`src/rtl/zet_front_prefetch_umi_q.sv`:
```
// rtl/zet_front_prefetch_umi_q.sv - instruction prefetch queue fed from a UMI-style fetch port
//
// Fetches code bytes/words at cs:ip and queues them with their cs/ip tag.
// Ports:
//   clk, rst            clock, asynchronous active-low reset
//   umi_adr_o/stb_o/by_o fetch request (byte address, strobe, byte/word)
//   umi_dat_i/ack_i     fetch response
//   flush, load_cs_ip   redirect: drop queue and in-flight fetch, reload cs/ip
//   requested_cs/ip     redirect target
//   q_valid_o, q_dat_o, q_by_o, q_cs_o, q_ip_o  queue head
//   q_rd_i              pop head
//   level_o             number of queued entries
module zet_front_prefetch_umi_q #(
  parameter int          DEPTH    = 4,
  parameter logic [15:0] RESET_CS = 16'hf000,
  parameter logic [15:0] RESET_IP = 16'hfff0
) (
  input  logic                     clk,
  input  logic                     rst,
  output logic [19:0]              umi_adr_o,
  input  logic [15:0]              umi_dat_i,
  output logic                     umi_stb_o,
  output logic                     umi_by_o,
  input  logic                     umi_ack_i,
  input  logic                     flush,
  input  logic                     load_cs_ip,
  input  logic [15:0]              requested_cs,
  input  logic [15:0]              requested_ip,
  output logic                     q_valid_o,
  output logic [15:0]              q_dat_o,
  output logic                     q_by_o,
  output logic [15:0]              q_cs_o,
  output logic [15:0]              q_ip_o,
  input  logic                     q_rd_i,
  output logic [$clog2(DEPTH):0]   level_o
);

  localparam int AW = $clog2(DEPTH);
  localparam logic [AW:0] DEPTH_L = (AW+1)'(DEPTH);

  localparam logic [1:0] IDLE  = 2'd0;
  localparam logic [1:0] FETCH = 2'd1;
  localparam logic [1:0] DRAIN = 2'd2;

  logic [1:0]    state, state_n;
  logic          stb, stb_n;
  logic [15:0]   cs, cs_n, ip, ip_n;
  logic [19:0]   adr, adr_n;
  logic          by;
  logic          hold_adr;
  logic [AW:0]   count, count_after;
  logic [AW-1:0] rd_ptr, wr_ptr;

  logic [15:0]   mem_dat [DEPTH];
  logic          mem_by  [DEPTH];
  logic [15:0]   mem_cs  [DEPTH];
  logic [15:0]   mem_ip  [DEPTH];

  logic redirect, push, pop;

  assign redirect = flush | load_cs_ip;
  assign push     = (state == FETCH) && umi_ack_i && !redirect;
  assign pop      = q_rd_i && (count != '0) && !redirect;

  // Level the queue will hold after this cycle's push; decides whether the
  // strobe can stay up for another back-to-back fetch.
  always_comb begin
    count_after = count + (AW+1)'(1);
    if (pop) count_after = count;
  end

  always_comb begin
    state_n  = state;
    stb_n    = stb;
    cs_n     = cs;
    ip_n     = ip;
    hold_adr = 1'b0;
    case (state)
      IDLE: begin
        if (!redirect && (count < DEPTH_L)) begin
          state_n = FETCH;
          stb_n   = 1'b1;
        end
      end
      FETCH: begin
        if (redirect) begin
          if (umi_ack_i) begin
            state_n = IDLE;
            stb_n   = 1'b0;
          end else begin
            // Bus cycle already started: keep it intact until it completes.
            state_n  = DRAIN;
            hold_adr = 1'b1;
          end
        end else if (umi_ack_i) begin
          ip_n = ip + (ip[0] ? 16'd1 : 16'd2);
          if (count_after >= DEPTH_L) begin
            state_n = IDLE;
            stb_n   = 1'b0;
          end
        end else begin
          hold_adr = 1'b1;
        end
      end
      DRAIN: begin
        if (umi_ack_i) begin
          state_n = IDLE;
          stb_n   = 1'b0;
        end else begin
          hold_adr = 1'b1;
        end
      end
      default: begin
        state_n = IDLE;
        stb_n   = 1'b0;
      end
    endcase
    if (redirect) begin
      cs_n = requested_cs;
      ip_n = requested_ip;
    end
  end

  assign adr_n = {cs_n, 4'h0} + {4'h0, ip_n};

  always_ff @(posedge clk or negedge rst) begin
    if (!rst) begin
      state  <= IDLE;
      stb    <= 1'b0;
      cs     <= RESET_CS;
      ip     <= RESET_IP;
      adr    <= {RESET_CS, 4'h0} + {4'h0, RESET_IP};
      by     <= RESET_IP[0];
      count  <= '0;
      rd_ptr <= '0;
      wr_ptr <= '0;
    end else begin
      state <= state_n;
      stb   <= stb_n;
      cs    <= cs_n;
      ip    <= ip_n;
      if (!hold_adr) begin
        adr <= adr_n;
        by  <= ip_n[0];
      end
      if (redirect) begin
        count  <= '0;
        rd_ptr <= '0;
        wr_ptr <= '0;
      end else begin
        if (push) wr_ptr <= wr_ptr + AW'(1);
        if (pop)  rd_ptr <= rd_ptr + AW'(1);
        if (push && !pop)      count <= count + (AW+1)'(1);
        else if (pop && !push) count <= count - (AW+1)'(1);
      end
    end
  end

  // Storage needs no reset: entries are only visible through count.
  always_ff @(posedge clk) begin
    if (push) begin
      mem_dat[wr_ptr] <= by ? {8'h00, umi_dat_i[7:0]} : umi_dat_i;
      mem_by[wr_ptr]  <= by;
      mem_cs[wr_ptr]  <= cs;
      mem_ip[wr_ptr]  <= ip;
    end
  end

  assign umi_adr_o = adr;
  assign umi_by_o  = by;
  assign umi_stb_o = stb;
  assign q_valid_o = (count != '0);
  assign q_dat_o   = mem_dat[rd_ptr];
  assign q_by_o    = mem_by[rd_ptr];
  assign q_cs_o    = mem_cs[rd_ptr];
  assign q_ip_o    = mem_ip[rd_ptr];
  assign level_o   = count;

endmodule

```
`config.mk`:
```
export PLATFORM = sky130hd
export DESIGN_NAME = zet_front_prefetch_umi_q
export DESIGN_NICKNAME = d
export VERILOG_FILES = /design/src/rtl/zet_front_prefetch_umi_q.sv
export SDC_FILE = /design/constraint.sdc
export NUM_CORES = 1
export LEC_CHECK = 0
export CORE_MARGIN = 5
export CORE_UTILIZATION = 56
export CTS_BUF_LIST = sky130_fd_sc_hd__clkbuf_16
export DETAILED_ROUTE_END_ITERATION = 16
export PLACE_DENSITY = 0.87
export SYNTH_ARGS = -nofsm -noshare
export SYNTH_HDL_FRONTEND = slang
export SYNTH_SLANG_ARGS = --single-unit
```
`constraint.sdc`:
```
create_clock -name clk -period 5 [get_ports clk]
set_clock_uncertainty 0.15 [all_clocks]
set_input_delay 0.5 -clock clk [delete_from_list [all_inputs] [get_ports clk]]
set_output_delay 0.5 -clock clk [all_outputs]
set_load 0.005 [all_outputs]
```
* After elaboration in Yosys (flattened, before gate mapping)
Memories as Yosys holds them, arrays and structs flattened.
Cells that the tools add are included.
** Word-level totals
- Bits in registers :: 63
- Bits in writable memories :: 196
- Input bits :: 54
- Output and inout bits :: 75
- Word-level logic and storage cells :: 77
- Memories :: 4
** Cells by class
- $add $sub $neg :: 6
- Magnitude comparators :: 2
- Equality and inequality tests :: 6
- Multiplexer cells :: 31
- Bitwise operators :: 1
- Reduce and logical (&&, ||, !) cells :: 18
** Memory list
- mem_cs :: depth 4, bits a word 16, rd ports 1, clocked after Yosys merged registers in 0, wr ports 1, RTL line 56 : logic [15:0] mem_cs [DEPTH];
- mem_dat :: depth 4, bits a word 16, rd ports 1, clocked after Yosys merged registers in 0, wr ports 1, RTL line 54 : logic [15:0] mem_dat [DEPTH];
- mem_ip :: depth 4, bits a word 16, rd ports 1, clocked after Yosys merged registers in 0, wr ports 1, RTL line 57 : logic [15:0] mem_ip [DEPTH];
- mem_by :: depth 4, bits a word 1, rd ports 1, clocked after Yosys merged registers in 0, wr ports 1, RTL line 55 : logic mem_by [DEPTH];
** Operators by type and width (number)
- $mux W16 :: 5
- $mux W2 :: 11
- $add A20 B16 Y20 :: 1
- $add A16 B2 Y16 :: 1
- $mux W3 :: 4
- $mux W1 :: 9
- $logic_and A1 B1 Y1 :: 7
- $pmux W2 S3 :: 1
- $reduce_bool A3 Y1 :: 2
- $add A2 B1 Y2 const B :: 2
- $ne A2 B2 Y1 const B :: 2
- $reduce_and A4 Y1 :: 1
- $reduce_bool A2 Y1 :: 2
- $add A3 B1 Y3 const B :: 1
- $ge A3 B3 Y1 const B :: 1
- $logic_not A1 Y1 :: 3
- $lt A3 B3 Y1 const B :: 1
- $ne A3 B2 Y1 const B :: 1
- $ne A3 B3 Y1 const B :: 1
- $pmux W1 S3 :: 1
- $reduce_and A3 Y1 :: 1
- $sub A3 B1 Y3 const B :: 1
- $eq A2 B1 Y1 const B :: 1
- $eq A2 B2 Y1 const B :: 1
- other kinds (3) :: 3

* Longest topological paths before layout
Gate-level depths: netlist of the first run.
- Depth in word-level cells :: 9
- Mapped depth :: 18
- Depth with buffers taken out :: 17

* Worst setup path before layout of the first run
Ideal clock, no wire load.
- Kind :: register to register
- Start :: reg state[1]
- End :: reg adr[16], in the netlist umi_adr_o[16]
- Setup time :: 0.083 ns
- Data arrival time :: 3.888 ns
- Data required time :: 4.767 ns
- Path slack :: 0.878 ns
- Cell stages (with the launch flop) :: 18
- Clock period less this slack :: 4.122 ns
- Path through :: dfrtp_1 -> inv_1 -> ha_1 -> and2_1 -> clkbuf_1 -> o21ai_0 -> nor2_1 -> xnor2_1 -> o21ai_0 -> ha_1 -> fa_1 -> a211o_1 -> o211ai_1 -> a21oi_1 -> o31a_1 -> o31ai_1 -> nor2_1 -> a221o_1
** On the way
- Cells in the longest elaborated chain, start to end :: 4
- Elaborated cells between the ends (all ways) :: 7
- Those cells by class :: 1 x add/sub; 2 x eq/ne; 3 x mux; 1 x reduce/logical
** RTL lines
- start: declaration :: RTL line 45 : logic [1:0] state, state_n;
- start signal: assignment :: RTL line 138 : state <= state_n;
- $eq A2 B1 Y1 :: RTL line 78 : case (state)
- $mux W16 :: RTL line 78
- $mux W16 :: RTL line 118 : if (redirect) begin
- named net ip_n[4] :: RTL line 47 : logic [15:0] cs, cs_n, ip, ip_n;
- $add A20 B16 Y20 :: RTL line 124 : assign adr_n = {cs_n, 4'h0} + {4'h0, ip_n};
- end signal: assignment :: RTL line 132 : adr <= {RESET_CS, 4'h0} + {4'h0, RESET_IP};
- end signal: assignment :: RTL line 143 : adr <= adr_n;
- end: declaration :: RTL line 48 : logic [19:0] adr, adr_n;
The timed path passes the listed nets, and every way through them passes these cells.
A chain may end at the register's enable or synchronous reset.

* Final worst setup path of the first run
Ends and elaborated chain as after synthesis.

==> metrics.md, run 1 <==
| Metric | Value |
|---|---|
| I/O pin count | `129` |
| Static leakage | `approximately 4.7 nW` |
| Initial antenna violation count | `0` |
| Number of cell rows | `50` |
| # diodes | `0` |
| Largest net degree at the start of global routing | `58` |
| FF-to-FF Start | `state[1]` |
| Synth top area share | `a little over half` |
| Clk slew on worst S/H paths | `0.06 ns` |
| Rel. slew slack | `a little under a third` |
| Setup violation total in the final timing report | `0` |
| Slew @ Worst Pin | `1.036 ns` |
| Overall Power | `~5.4 mW` |
| Async set-reset flop share out of synthesis | `roughly 24%` |
| Synth area leaders | `edfxtp_1 (55%), mux4_2 (10%), dfstp_2 (7.8%), dfrtp_1 (7.0%), nand2_1 (3.2%)` |
| WL/cell | `19.79 microns` |
| Vias | `around 6000` |
| Cell area after layout | `13180 sq um` |
| IR drop worst, VDD | `274.9 uV` |
| #FFs+latches synth | `~260` |
| RD Place Congestion | `about 0.87` |
| I/O Buffers | `around 130` |
| Clk_lat worst skew | `0.51 ns` |
| Average size of a mapped cell | `15.85 sq um` |
| Commonest register cell after synthesis | `edfxtp_1` |
| Power density cells | `around 410 nW/um^2` |
| Syn. warnings | `0` |
| CP endpoint kind | `flop` |
| Fraction of the yosys area taken by sequential cells | `69.38%` |
| Worst Setup SP | `state[1]` |
| Fin util | `70.01%` |
| Die Ht | `around 150 microns` |
| HPWL after DPL | `14740 microns` |
| Area after DPL | `around 12000 sq um` |
| Total track usage | `about a fifth` |
| Post-synth EDFFs | `around 200` |
| Clock Path Buffers | `3` |
| Vias per cell | `roughly 5.6` |
| H-tree levels | `1` |
| Wirelength, routed | `~22000 microns` |
| Net count after synthesis | `around 760` |
| Final slew viol count | `0` |
| Final Hold Vio Count | `0` |
| Cell count after synthesis | `680` |
| Hold Path Class | `input port to async pin` |
| DRT antenna net count | `0` |
| Clock sinks | `around 260` |
| CTS Buf Count | `26` |
| Mapped cell area | `around 11000 sq um` |
| Core ar. | `~19000 sq um` |
| Max Freq | `~230 MHz` |
| Fin nets | `about 900` |
| Tmin final | `around 4.3 ns` |
| Hold slack | `roughly 0.19 ns` |
| Setup TNS | `0 ns` |
| RSZ-0062 raised after global routing | `false` |
| CP Launch Type | `flop` |
| Final Cycle Share | `a little under 90%` |
| Synth area leader | `edfxtp_1` |
| Layout area overhead | `22.32%` |
| Setup CP Type | `flop to flop` |
| Grt total ovfl | `0` |
| Die area | `about 22000 sq um` |
| Share of cells above drive strength 1 | `16.71%` |
| CTS tree | `yes` |
| DR iter-0 viols | `between 400 and 500` |
| CP max FO | `6` |
| Initial Utilization | `57.24%` |
| Post-synth cell types | `54` |
| Vias in the first global route | `6463` |
| Status | `finished, final reports clean` |
| DRC | `0` |
| Data arrival, critical path | `4.63 ns` |
| Die width | `around 150 microns` |
| DRT Pass-1 Iters | `5` |
| Clk root buf | `clkbuf_16` |
| Max-cap check violation count | `0` |
| First-pass GRT wire length | `~35000 microns` |
| CP Data Required Time | `roughly 5.3 ns` |
-- layout by cell type, fill, tap and decap left out, types with 6 or more instances in the layout --
cell type and count:
a211oi_1 6, a21o_1 8, a21oi_1 14, and2_1 6
buf_4 14, clkbuf_16 28, clkdlybuf4s50_1 127, clkinv_1 7
dfrtp_1 28, dfstp_2 32, edfxtp_1 196, ha_1 24
inv_1 25, mux4_2 49, nand2_1 91, nand2b_1 6
nand3_1 9, nor2_1 33, nor2b_1 8, o21ai_0 31
o31ai_1 6, xnor2_1 16, xor2_1 10
-- routing by layer --
metal  share of wire [%]  track usage (%)  up-vias
met5                   0                0        -
met4                 1.4            4.485        0
met2                  48            32.48      194
li1                    -                -     2873
met1                  44            29.32     3063
met3                 6.2            3.160       26
-- cells in the mapped netlist (3+ instances only) --
cell / number
nor2b_1: 9
a211oi_1: 6
a21o_1: 8
dfstp_2: 32
buf_1: 6
nand3_1: 9
mux2i_1: 5
inv_1: 16
o211a_1: 3
clkbuf_1: 19
o21ai_0: 31
nor2_1: 33
mux4_2: 49
o31ai_1: 6
dfrtp_1: 30
xor2_1: 10
and3_1: 6
edfxtp_1: 196
nand2b_1: 6
nand2_1: 91
a21oi_1: 14
xnor2_1: 16
a31oi_1: 3
nand4_1: 4
ha_1: 24
nor4_1: 5
and2_1: 6
nor3_1: 4
-- power by group --
| group | internal, mW | switching, mW |
|---|---|---|
| logic | 0.501 | 0.453 |
| registers | 2.56 | 0.134 |
| clock network | 0.998 | 0.732 |
-- worst max-delay path, stage by stage, from the launching register on --
cell and delay (ns):
dfrtp_1 0.42, inv_1 0.09, ha_1 0.25, and2_1 0.18, o21ai_0 0.13, nor2_1 0.38
xnor2_1 0.17, o21ai_0 0.12, ha_1 0.26, fa_1 0.43, a211o_1 0.30, o211ai_1 0.09
a21oi_1 0.12, o31a_1 0.29, o31ai_1 0.48, nor2_1 0.10, a221o_1 0.30
-- final timing paths --
| path | to | slack (ns) | cells past startpoint |
|---|---|---|---|
| worst max-delay path | umi_adr_o[16] | 0.65 | 16 |
| worst min-delay path | umi_stb_o | 0.19 | 2 |
| worst max register to register | umi_adr_o[16] | 0.65 | 16 |
| worst min register to register | umi_adr_o[4] | 0.30 | 2 |
| max in group asynchronous | cs[7] | 3.57 | 3 |
| min in group clk | umi_adr_o[4] | 0.30 | 2 |
-- cell type report --
class	instances	area (sq um)
sequential	258	7482
multi-input combinational	379	3142
clock buffer	28	700.7
inverter	16	60.06
timing repair buffer	143	1391
clock inverter	20	82.58
tap	260	325.3
fill	1213	5647
-- flip-flops by register name, summed over array words and instances (netlist names), 2 cells and up --
name	cells
ip	16
mem_cs	64
mem_by	4
mem_dat	64
cs	16
wr_ptr	2
level_o	3
rd_ptr	2
umi_adr_o	20
mem_ip	64
state	2
-- repair_timing --
item / in CTS / in global routing
buffers inserted: 0 / 0
resized for setup: 0 / 0
endpoints found under the hold margin: 5 / 0
hold buffers: 1 / 0
-- stage by stage --
step                setup slack (ns)  std cells
floorplan                     0.8781        680
global placement              0.5047       1055
detailed placement            0.4629       1055
CTS                           0.6503       1104
global route                  0.2511       1104
finish                        0.6512       1104
-- cell families after synthesis --
group / synth area share, %
AO/OA/AOI/OAI: 5.294
XOR/XNOR: 2.113
adder cells (fa/ha/maj): 2.972
buffers and inverters: 1.544
flip-flops: 69.38
multiplexers: 10.91
AND/OR/NAND/NOR: 7.790
Power figures use the tool's default switching activity.
==> run 2: changes to the inputs <==
ABC_CLOCK_PERIOD_IN_PS = 5000   (was default)
CORE_UTILIZATION = 42   (was 56)
PLACE_DENSITY = 0.7   (was 0.87)
==> run 2 against run 1 <==
Compared with the run above: the flow now finishes with violations (hold timing); total power up 1.3%; global-route usage down 4.1 points; maximum frequency down 0.11%; non-clock buffer count down 2; core utilization down 17 points; largest power group unchanged; sequential cell count unchanged; clock power up 4%.
==> metrics.md, run 2 (synthesized netlist as in run 1, its figures left out) <==
| Metric | Value |
|---|---|
| Status | `finished with violations` |
| Failing checks | `hold timing` |
| Core ar. | `25250 sq um (+34%)` |
| Power density cells | `409.9 nW/um^2 (+0.59%)` |
| Clock power frac | `33.1% (+0.9 points)` |
| Die width | `170.2 microns (+14%)` |
| Psw | `1.360 mW (+3.1%)` |
| Fin nets | `902 (-0.11%)` |
| Clock sinks | `258 (unchanged)` |
| Setup slack, reg-to-reg | `0.65 ns (about the same)` |
| Largest net degree at the start of global routing | `63 (+8.6%)` |
| Die Ht | `170.2 microns (+14%)` |
| Cell area after layout | `13280 sq um (+0.69%)` |
| Tmin final | `4.353 ns (+0.004587 ns)` |
| Static leakage | `4.708 nW (+0.25%)` |
| Sw Share | `24.98% (+0.44 points)` |
| Area after DPL | `12470 sq um (+0.63%)` |
| CTS Buf Count | `27 (+3.8%)` |
| CP endpoint kind | `flop` |
| Commonest non-fill, non-tap cells in the layout | `edfxtp_1 (196), clkdlybuf4s50_1 (127), nand2_1 (91)` |
| H-tree levels | `1 (unchanged)` |
| Initial antenna violation count | `0 (unchanged)` |
| R2R depth | `16 (unchanged)` |
| Int Power | `4.082 mW (+0.69%)` |
| I/O pin count | `129 (unchanged)` |
| Clk_lat worst skew | `0.53 ns (+0.02 ns)` |
| Placed cell count | `1124 (+6.5%)` |
| Sequential share of power | `49.8% (-0.2 points)` |
| Gate power share | `17.2% (-0.6 points)` |
| Hold slack | `-0.006727 ns (-0.2007 ns)` |
| Max Freq | `229.7 MHz (-0.11%)` |
| Hold Path Class | `input port to async pin` |
| Vias per cell | `5.239 (-6.0%)` |
| Setup Buffers After CTS | `0 (unchanged)` |
| CTS resizes | `0 (unchanged)` |
| First-pass GRT wire length | `36170 microns (+3.6%)` |
| Top flop regs | `mem_cs x64, mem_dat x64, mem_ip x64` |
| Vias | `6151 (-0.081%)` |
| Number of cell rows | `58 (+16%)` |
| Most common cell after layout, fill and taps aside | `edfxtp_1` |
| CP Data Required Time | `5.29 ns (about the same)` |
| Share of cells above drive strength 1 | `17.18% (+0.47 points)` |
| Initial Utilization | `42.68% (-15 points)` |
| CTS hold repair buffers | `0 (-1)` |
| Vias in the first global route | `6326 (-2.1%)` |
| Final worst-path setup slack | `0.6467 ns (-0.004587 ns)` |
| DR iter-0 viols | `434 (-9.4%)` |
| Clock Path Buffers | `3 (unchanged)` |
| I/O Buffers | `128 (unchanged)` |
| CTS tree | `yes` |
| Setup Slack @ Placement | `0.3772 ns (-0.08569 ns)` |
| DRT antenna net count | `0 (unchanged)` |
| CP Launch Type | `flop` |
| Layout area overhead | `23.17%` |
| Fillers | `2107 (+74%)` |
| WL/cell | `19.46 microns (-1.7%)` |
| Data arrival, critical path | `4.64 ns (about the same)` |
| Grt total ovfl | `0 (unchanged)` |
| IR drop worst, VDD | `255.7 uV (-7.0%)` |
| Area of the multi-input gates | `3139 sq um (about the same)` |
| Max-cap check violation count | `0 (unchanged)` |
| HPWL after DPL | `15380 microns (+4.3%)` |
| Wirelength, routed | `22840 microns (+4.5%)` |
| Sequential cell area | `7482 sq um (unchanged)` |
| Clk root buf | `clkbuf_16` |
| CP max FO | `9 (+3)` |
| RSZ-0062 raised after global routing | `false` |
| Non-Filler Instances | `1174 (+6.3%)` |
| Setup CP Type | `flop to flop` |
| Final Cycle Share | `87.07% (+0.092 points)` |
| Setup violation total in the final timing report | `0 (unchanged)` |
| RD Place Congestion | `0.7686 (-12%)` |
| Die area | `28960 sq um (+31%)` |
| DRC | `0 (unchanged)` |
| Final Hold Vio Count | `4 (+4)` |
| FF-to-FF Start | `ip[0]` |
| DRT Pass-1 Iters | `5 (unchanged)` |
| # diodes | `0 (unchanged)` |
| Rel. slew slack | `31.73% (+0.80 points)` |
| Total track usage | `15.94% (-4.1 points)` |
| Clk slew on worst S/H paths | `0.06 ns (about the same)` |
| Overall Power | `5.442 mW (+1.3%)` |
| Final slew viol count | `0 (unchanged)` |
| Slew @ Worst Pin | `1.024 ns (-0.01195 ns)` |
| FF-to-FF End | `umi_adr_o[16]` |
| Setup TNS | `0 ns (unchanged)` |
## run 2: cell types whose count changed in the layout (fill, tap and decap cells not counted), sizes merged
cell	delta
clkinv	+2
buf	-1
bufinv	+1
clkbuf	-1
clkinvlp	-1
dlygate4sd3	-1
inv	+1
## run 2: area by class of cell
class | count | share of cell area [%]
flip-flops and latches | 258 | 56.36
multi-input cells | 379 | 23.65
repair buffers | 141 | 10.35
clock buffers | 27 | 5.090
well taps | 330 | 3.110
clock inverters | 23 | 0.9896
inverters | 16 | 0.4524
## run 2: through the flow
step,utilization (%),hold slack (ns)
5_1_grt,52.57,0.08889
3_3_place_gp,49.37,0.2950
3_5_place_dp,49.37,0.2987
4_1_cts,52.57,0.03578
2_1_floorplan,-,0.05441
6_report,52.57,-0.006727
## run 2: power by group through the flow
| stage | clock network [mW] | logic, mW | registers, mW |
|---|---|---|---|
| 2_1_floorplan | 0 | 0.505 | 2.69 |
| 3_3_place_gp | 0 | 0.930 | 2.75 |
| 3_5_place_dp | 0 | 0.940 | 2.75 |
| 4_1_cts | 1.85 | 0.948 | 2.71 |
| 5_1_grt | 1.94 | 1.04 | 2.74 |
| 6_report | 1.80 | 0.934 | 2.71 |
## run 2: metal layers
layer  up-vias  part of all wire, %  GRT usage [%]
li1       2879                    -              -
met1      3090                   45          23.21
met2       154                   47          25.57
met3        28                  5.8          2.880
met4         0                  1.3          3.160
met5         -                    0              0
## run 2: worst max-delay path by stage
stage | start | end | slack, ns | depth (start not counted)
final | ip[0] | umi_adr_o[16] | 0.65 | 16
after global routing | ip[0] | umi_adr_o[16] | 0.33 | 16
after CTS | ip[0] | umi_adr_o[16] | 0.64 | 16
after detailed placement | umi_ack_i | umi_adr_o[16] | 0.38 | 16
after global placement | umi_ack_i | umi_adr_o[16] | 0.48 | 16
after floorplan | state[1] | umi_adr_o[16] | 0.88 | 17
## run 2: worst max-delay path: stages (launching register included)
cell,delay [ns]
dfrtp_1,0.50
inv_1,0.09
ha_1,0.22
o21ai_0,0.39
nor2_1,0.10
buf_4,0.17
xnor2_1,0.13
o21ai_0,0.12
ha_1,0.26
fa_1,0.43
a211o_1,0.30
o211ai_1,0.10
a21oi_1,0.13
o31a_1,0.29
o31ai_1,0.48
nor2_1,0.10
a221o_1,0.31
==> run 3: changes to the inputs <==
SKIP_CTS_REPAIR_TIMING = 1   (was default)
==> results of run 3 <==
The final DEF is identical to that of run 2; final timing and power are the same.
